File: src/rtl/sram_arb_pkg.sv
// Shared types and constants for the SRAM arbiter.
// Round-robin arbitration is enabled with the SRAM_ARB_RR_EN macro.
package sram_arb_pkg;

   localparam int DEF_WAIT_CYCLES = 2;
   localparam int ADDR_W          = 20;
   localparam int DATA_W          = 16;

   typedef enum logic [1:0] {
      IDLE   = 2'd0,
      SETUP  = 2'd1,
      ACCESS = 2'd2,
      DONE   = 2'd3
   } arb_state_e;

   typedef enum logic {
      PORT_A = 1'b0,
      PORT_B = 1'b1
   } port_e;

   // Request fields captured at grant time and held for the whole access
   typedef struct packed {
      logic              we;
      logic [ADDR_W-1:0] addr;
      logic [DATA_W-1:0] wdata;
   } req_t;

endpackage

File: src/rtl/sram_arb_pick.sv
// Winner selection for the two SRAM requesters.
// SRAM_ARB_RR_EN builds a last-grant register for round-robin; otherwise port A has fixed priority.
module sram_arb_pick
   import sram_arb_pkg::*;
(
`ifdef SRAM_ARB_RR_EN
   input  logic  clk,
   input  logic  rst_n,
   input  logic  grant_en,
`endif
   input  logic  a_req,
   input  logic  b_req,
   output port_e grant
);

`ifdef SRAM_ARB_RR_EN
   port_e last_q;
   port_e last_d;

   always_comb begin
      if (a_req && b_req) begin
         grant = (last_q == PORT_A) ? PORT_B : PORT_A;
      end else if (a_req) begin
         grant = PORT_A;
      end else begin
         grant = PORT_B;
      end
      last_d = grant_en ? grant : last_q;
   end

   // Reset to B so that A wins the first tie
   always_ff @(posedge clk) begin
      if (!rst_n) begin
         last_q <= PORT_B;
      end else begin
         last_q <= last_d;
      end
   end
`else
   always_comb begin
      grant = a_req ? PORT_A : PORT_B;
   end
`endif

endmodule

File: src/rtl/sram_arbiter.sv
// Two-port arbiter and fixed-length access sequencer for the 1Mx16 async SRAM.
// Arbitration mode is selected by SRAM_ARB_RR_EN (round-robin) or its absence (A priority).
module sram_arbiter
   import sram_arb_pkg::*;
#(
   parameter int WAIT_CYCLES = DEF_WAIT_CYCLES
) (
   input  logic              Clk,
   input  logic              Reset,
   input  logic              A_Req,
   input  logic              B_Req,
   input  logic              A_WE,
   input  logic              B_WE,
   input  logic [ADDR_W-1:0] A_Addr,
   input  logic [ADDR_W-1:0] B_Addr,
   input  logic [DATA_W-1:0] A_WData,
   input  logic [DATA_W-1:0] B_WData,
   output logic [DATA_W-1:0] A_RData,
   output logic [DATA_W-1:0] B_RData,
   output logic              A_Ack,
   output logic              B_Ack,
   output logic [ADDR_W-1:0] ADDR,
   output logic              CE,
   output logic              UB,
   output logic              LB,
   output logic              OE,
   output logic              WE,
   output logic [DATA_W-1:0] Mem_Data_Out,
   output logic              Mem_Drive,
   input  logic [DATA_W-1:0] Mem_Data_In
);

   localparam int              CNT_W    = (WAIT_CYCLES > 1) ? $clog2(WAIT_CYCLES) : 1;
   localparam logic [CNT_W-1:0] CNT_LOAD = CNT_W'(WAIT_CYCLES - 1);

   arb_state_e        state_q, state_d;
   logic [CNT_W-1:0]  cnt_q, cnt_d;
   port_e             port_q, port_d;
   req_t              lat_q, lat_d;
   logic              ce_q, ce_d;
   logic              oe_q, oe_d;
   logic              wen_q, wen_d;
   logic              drive_q, drive_d;
   logic              a_ack_q, a_ack_d;
   logic              b_ack_q, b_ack_d;
   logic [DATA_W-1:0] a_rdata_q, a_rdata_d;
   logic [DATA_W-1:0] b_rdata_q, b_rdata_d;

   logic              any_req;
   port_e             grant;

   assign any_req = A_Req | B_Req;

`ifdef SRAM_ARB_RR_EN
   logic grant_en;
   assign grant_en = (state_q == IDLE) && any_req;
`endif

   sram_arb_pick u_pick (
`ifdef SRAM_ARB_RR_EN
      .clk      (Clk),
      .rst_n    (Reset),
      .grant_en (grant_en),
`endif
      .a_req    (A_Req),
      .b_req    (B_Req),
      .grant    (grant)
   );

   // Strobes are decoded from the state being entered so they are registered outputs
   always_comb begin
      state_d   = state_q;
      cnt_d     = cnt_q;
      port_d    = port_q;
      lat_d     = lat_q;
      ce_d      = ce_q;
      oe_d      = oe_q;
      wen_d     = wen_q;
      drive_d   = drive_q;
      a_ack_d   = 1'b0;
      b_ack_d   = 1'b0;
      a_rdata_d = a_rdata_q;
      b_rdata_d = b_rdata_q;

      unique case (state_q)
         IDLE: begin
            ce_d    = 1'b1;
            oe_d    = 1'b1;
            wen_d   = 1'b1;
            drive_d = 1'b0;
            if (any_req) begin
               port_d = grant;
               if (grant == PORT_A) begin
                  lat_d.we    = A_WE;
                  lat_d.addr  = A_Addr;
                  lat_d.wdata = A_WData;
               end else begin
                  lat_d.we    = B_WE;
                  lat_d.addr  = B_Addr;
                  lat_d.wdata = B_WData;
               end
               state_d = SETUP;
               ce_d    = 1'b0;
               drive_d = lat_d.we;
            end
         end
         SETUP: begin
            state_d = ACCESS;
            cnt_d   = CNT_LOAD;
            oe_d    = lat_q.we;
            wen_d   = ~lat_q.we;
            drive_d = lat_q.we;
         end
         ACCESS: begin
            if (cnt_q == '0) begin
               state_d = DONE;
               ce_d    = 1'b1;
               oe_d    = 1'b1;
               wen_d   = 1'b1;
               drive_d = lat_q.we;
               if (port_q == PORT_A) begin
                  a_ack_d = 1'b1;
                  if (!lat_q.we) a_rdata_d = Mem_Data_In;
               end else begin
                  b_ack_d = 1'b1;
                  if (!lat_q.we) b_rdata_d = Mem_Data_In;
               end
            end else begin
               cnt_d = cnt_q - 1'b1;
            end
         end
         DONE: begin
            state_d = IDLE;
            ce_d    = 1'b1;
            oe_d    = 1'b1;
            wen_d   = 1'b1;
            drive_d = 1'b0;
         end
         default: begin
            state_d = IDLE;
         end
      endcase
   end

   always_ff @(posedge Clk) begin
      if (!Reset) begin
         state_q   <= IDLE;
         cnt_q     <= '0;
         port_q    <= PORT_A;
         lat_q     <= '0;
         ce_q      <= 1'b1;
         oe_q      <= 1'b1;
         wen_q     <= 1'b1;
         drive_q   <= 1'b0;
         a_ack_q   <= 1'b0;
         b_ack_q   <= 1'b0;
         a_rdata_q <= '0;
         b_rdata_q <= '0;
      end else begin
         state_q   <= state_d;
         cnt_q     <= cnt_d;
         port_q    <= port_d;
         lat_q     <= lat_d;
         ce_q      <= ce_d;
         oe_q      <= oe_d;
         wen_q     <= wen_d;
         drive_q   <= drive_d;
         a_ack_q   <= a_ack_d;
         b_ack_q   <= b_ack_d;
         a_rdata_q <= a_rdata_d;
         b_rdata_q <= b_rdata_d;
      end
   end

   // Only full-word accesses, so the byte lanes follow chip enable
   assign ADDR         = lat_q.addr;
   assign Mem_Data_Out = lat_q.wdata;
   assign CE           = ce_q;
   assign UB           = ce_q;
   assign LB           = ce_q;
   assign OE           = oe_q;
   assign WE           = wen_q;
   assign Mem_Drive    = drive_q;
   assign A_Ack        = a_ack_q;
   assign B_Ack        = b_ack_q;
   assign A_RData      = a_rdata_q;
   assign B_RData      = b_rdata_q;

endmodule

File: config.mk
export PLATFORM = sky130hd
export DESIGN_NAME = sram_arbiter
export DESIGN_NICKNAME = d
export VERILOG_FILES = /design/src/rtl/sram_arb_pkg.sv /design/src/rtl/sram_arb_pick.sv /design/src/rtl/sram_arbiter.sv
export SDC_FILE = /design/constraint.sdc
export NUM_CORES = 1
export LEC_CHECK = 0
export BUFFER_PORTS_ARGS = -buffer_cell sky130_fd_sc_hd__buf_2
export CAP_MARGIN = 10
export CELL_PAD_IN_SITES_DETAIL_PLACEMENT = 0
export CELL_PAD_IN_SITES_GLOBAL_PLACEMENT = 2
export CORE_ASPECT_RATIO = 0.9
export CORE_MARGIN = 2
export CORE_UTILIZATION = 28
export DETAILED_ROUTE_END_ITERATION = 12
export GPL_ROUTABILITY_DRIVEN = 0
export PLACE_DENSITY = 0.85
export SYNTH_ARGS = -nofsm -noshare
export SYNTH_HDL_FRONTEND = slang
export SYNTH_SLANG_ARGS = --single-unit
File: constraint.sdc
create_clock -name Clk -period 3.6 [get_ports Clk]
set_input_delay 0.36 -clock Clk [delete_from_list [all_inputs] [get_ports Clk]]
set_output_delay 0.36 -clock Clk [all_outputs]
set_load 0.02 [all_outputs]
==> metrics <==
hold buffer count at CTS 0; global-route congestion overflow total 0; DRC Markers 0; area delta synth->final 26.9%; TritonCTS clock tree done; portion of the post-synthesis area used by sequential elements 0.440; result of the run complete, no violations; wire length of the first global-routing pass 13.9 mm; ANT cells 0; RSZ-0062 raised after global routing no; flip-flop and latch count after synthesis 79; proportion of synthesized flip-flops having asynchronous set or reset 0; # clock sinks 79; final wirelength 9.06 mm; drt first-iter violations 142; post-synthesis average cell area 9.03 um^2; endpoints failing hold 0; Post-Syn Nets 498; setup total negative slack 0 ns; Setup CP Type reg -> reg; post-synthesis instance total 398; cell area after placement 4230 um^2; worst ir drop on vdd 326 uV; routed wirelength normalized by instance count 13.3 um; Worst EP required 3.84 ns; post-route ant nets 0; dominant synthesized flop cell dfxtp_1; slew at the pin closest to its max-slew limit 0.669 ns; number of instances resized during post-cts repair 0; Cell Pwr Density 710 nW/um^2; Syn Std Cell Area 3590 um^2; final design area excluding fillers 4560 um^2; vias in the first global route 2,839; Worst Path Max Fanout 46; row count 39; die area 13,800 um^2; depth of the worst register-to-register path 6; number of max-capacitance violations reported 0; clock tree buffer depth 2; CP endpoint kind flop; final hold slack 0.258 ns; max frequency 473 MHz; Horiz. Die Dim 123 um; LEAKAGE 2.17 nW; starting utilization of the core area 0.285; number of max-slew violations in the final report 0; Skew-Pair Late Insertion Delay 0.33 ns; cts bufs inserted 9; Clock Tree Root clkbuf_16; Hold WC Path Type in -> reg; number of post-CTS setup repair buffers 0; area share of the largest cell type after synthesis 0.440; layout cells sized above 1 0.390; kind of start point of the critical path flop; overall track demand over capacity in global routing 0.129; min Tclk post-route 2.11 ns; number of distinct library cell variants in the gate-level netlist after synthesis 31; number of ports placed on the die boundary 170; antenna violations before repair 0; deepest level of the CTS H-tree 3; worst-case headroom to the max-slew limit 0.554; Data arrival, critical path 2.35 ns; overall via count from detail_route 3,078; crit share post-route 0.587; number of placed instances, taps included 665; core area 12,600 um^2; number of cells traversed by the worst hold path 3; worst clock skew 0.00687 ns; router iterations before antenna repair 5; Port Buffer Count 169; Nets 613; total of endpoints with negative setup slack in the final report 0; die height 111 um; cell types with the largest area share after synthesis dfxtp_1 44%, mux2i_1 11%, a211oi_1 8.2%; synthesis warning total 0; biggest area consumer among synthesized cells dfxtp_1; number of flops mapped to enable cells by yosys 0; largest net degree at the start of global routing 73; Vias per Instance 4.51; Final Non-Filler Cells 682; clock transition at the register clock pins on the worst setup and hold paths after CTS 0.06 ns; DPL Wire Length 6.54 mm
cells in the mapped netlist (2+ instances only):
library cell / count
o21ai_0: 19
buf_6: 3
o21ai_2: 11
a21oi_1: 2
a211oi_1: 39
o21ai_1: 6
ha_1: 6
nand2_1: 36
buf_2: 12
mux2i_1: 38
buf_4: 38
buf_1: 4
inv_1: 3
nor2_1: 42
dfxtp_1: 79
clkbuf_1: 13
nand3_1: 33
stage by stage:
step	total power [W]	util	worst slack, ns
4_1_cts	0.00328	0.360	1.47
2_1_floorplan	0.00220	-	2.04
3_5_place_dp	0.00235	0.336	1.35
5_1_grt	0.00345	0.362	1.27
6_report	0.00324	0.362	1.49
3_3_place_gp	0.00233	0.336	1.41
cells by family (layout without fill, tap and decap cells):
logic type      after synthesis  in the layout  synth area share
fa+ha+maj                     6              6            0.0209
mux                          38             38             0.106
buf+inv                      73            193             0.126
compound gates               82             82             0.158
simple gates                120            120             0.149
flops                        79             79             0.440
worst paths after layout:
path                   startpoint         endpoint  slack [ns]
hold / removal    Mem_Data_In[11]      B_RData[11]        0.26
hold reg to reg        B_RData[2]       B_RData[2]        0.45
setup / recovery       state_q[0]  Mem_Data_Out[8]        1.49
setup reg to reg       state_q[0]  Mem_Data_Out[8]        1.49
layout by cell type (no fill, tap or decap), types with 2 or more instances in the layout:
cell type,synthesis,routed
a211oi_1,39,39
a21oi_1,2,2
buf_2,12,169
buf_4,38,4
clkbuf_16,0,9
clkinv_2,0,2
clkinv_4,0,2
dfxtp_1,79,79
ha_1,6,6
inv_1,3,3
mux2i_1,38,38
nand2_1,36,36
nand3_1,33,33
nor2_1,42,42
o21ai_0,19,19
o21ai_1,6,6
o21ai_2,11,11
per-layer routing:
layer,GRT usage,vias up,routed length [um]
met4,0.0432,0,110
li1,-,1591,-
met3,0.0564,9,915
met2,0.208,113,4000
met1,0.151,1365,4040
met5,0,-,0
final cells by class:
type / instances / area (um^2)
tap: 164 / 205
sequential: 79 / 1580
clock inverter: 5 / 57.6
fill: 1303 / 8030
clock buffer: 11 / 243
inverter: 3 / 11.3
timing repair buffer: 174 / 903
multi-input combinational: 246 / 1560
critical path, stage by stage (launching register included):
cell      delay, ns
dfxtp_1        0.34
inv_1          0.13
ha_1           0.26
o21a_2         0.49
buf_4          0.48
nor2_1         0.07
a211oi_1       0.23
report_power, final:
part           total (W)  internal [W]  switching [W]
registers        0.00120       0.00108       0.000121
clock network   0.000913      0.000556       0.000357
logic            0.00112      0.000398       0.000724
total            0.00324       0.00204        0.00120
state kept, by name, indices dropped and copies added (netlist names), 2 cells and up:
register and cells:
ADDR 20, A_RData 16, B_RData 16, Mem_Data_Out 16
state_q 2
Note: power is estimated with default switching activity, not from simulation.
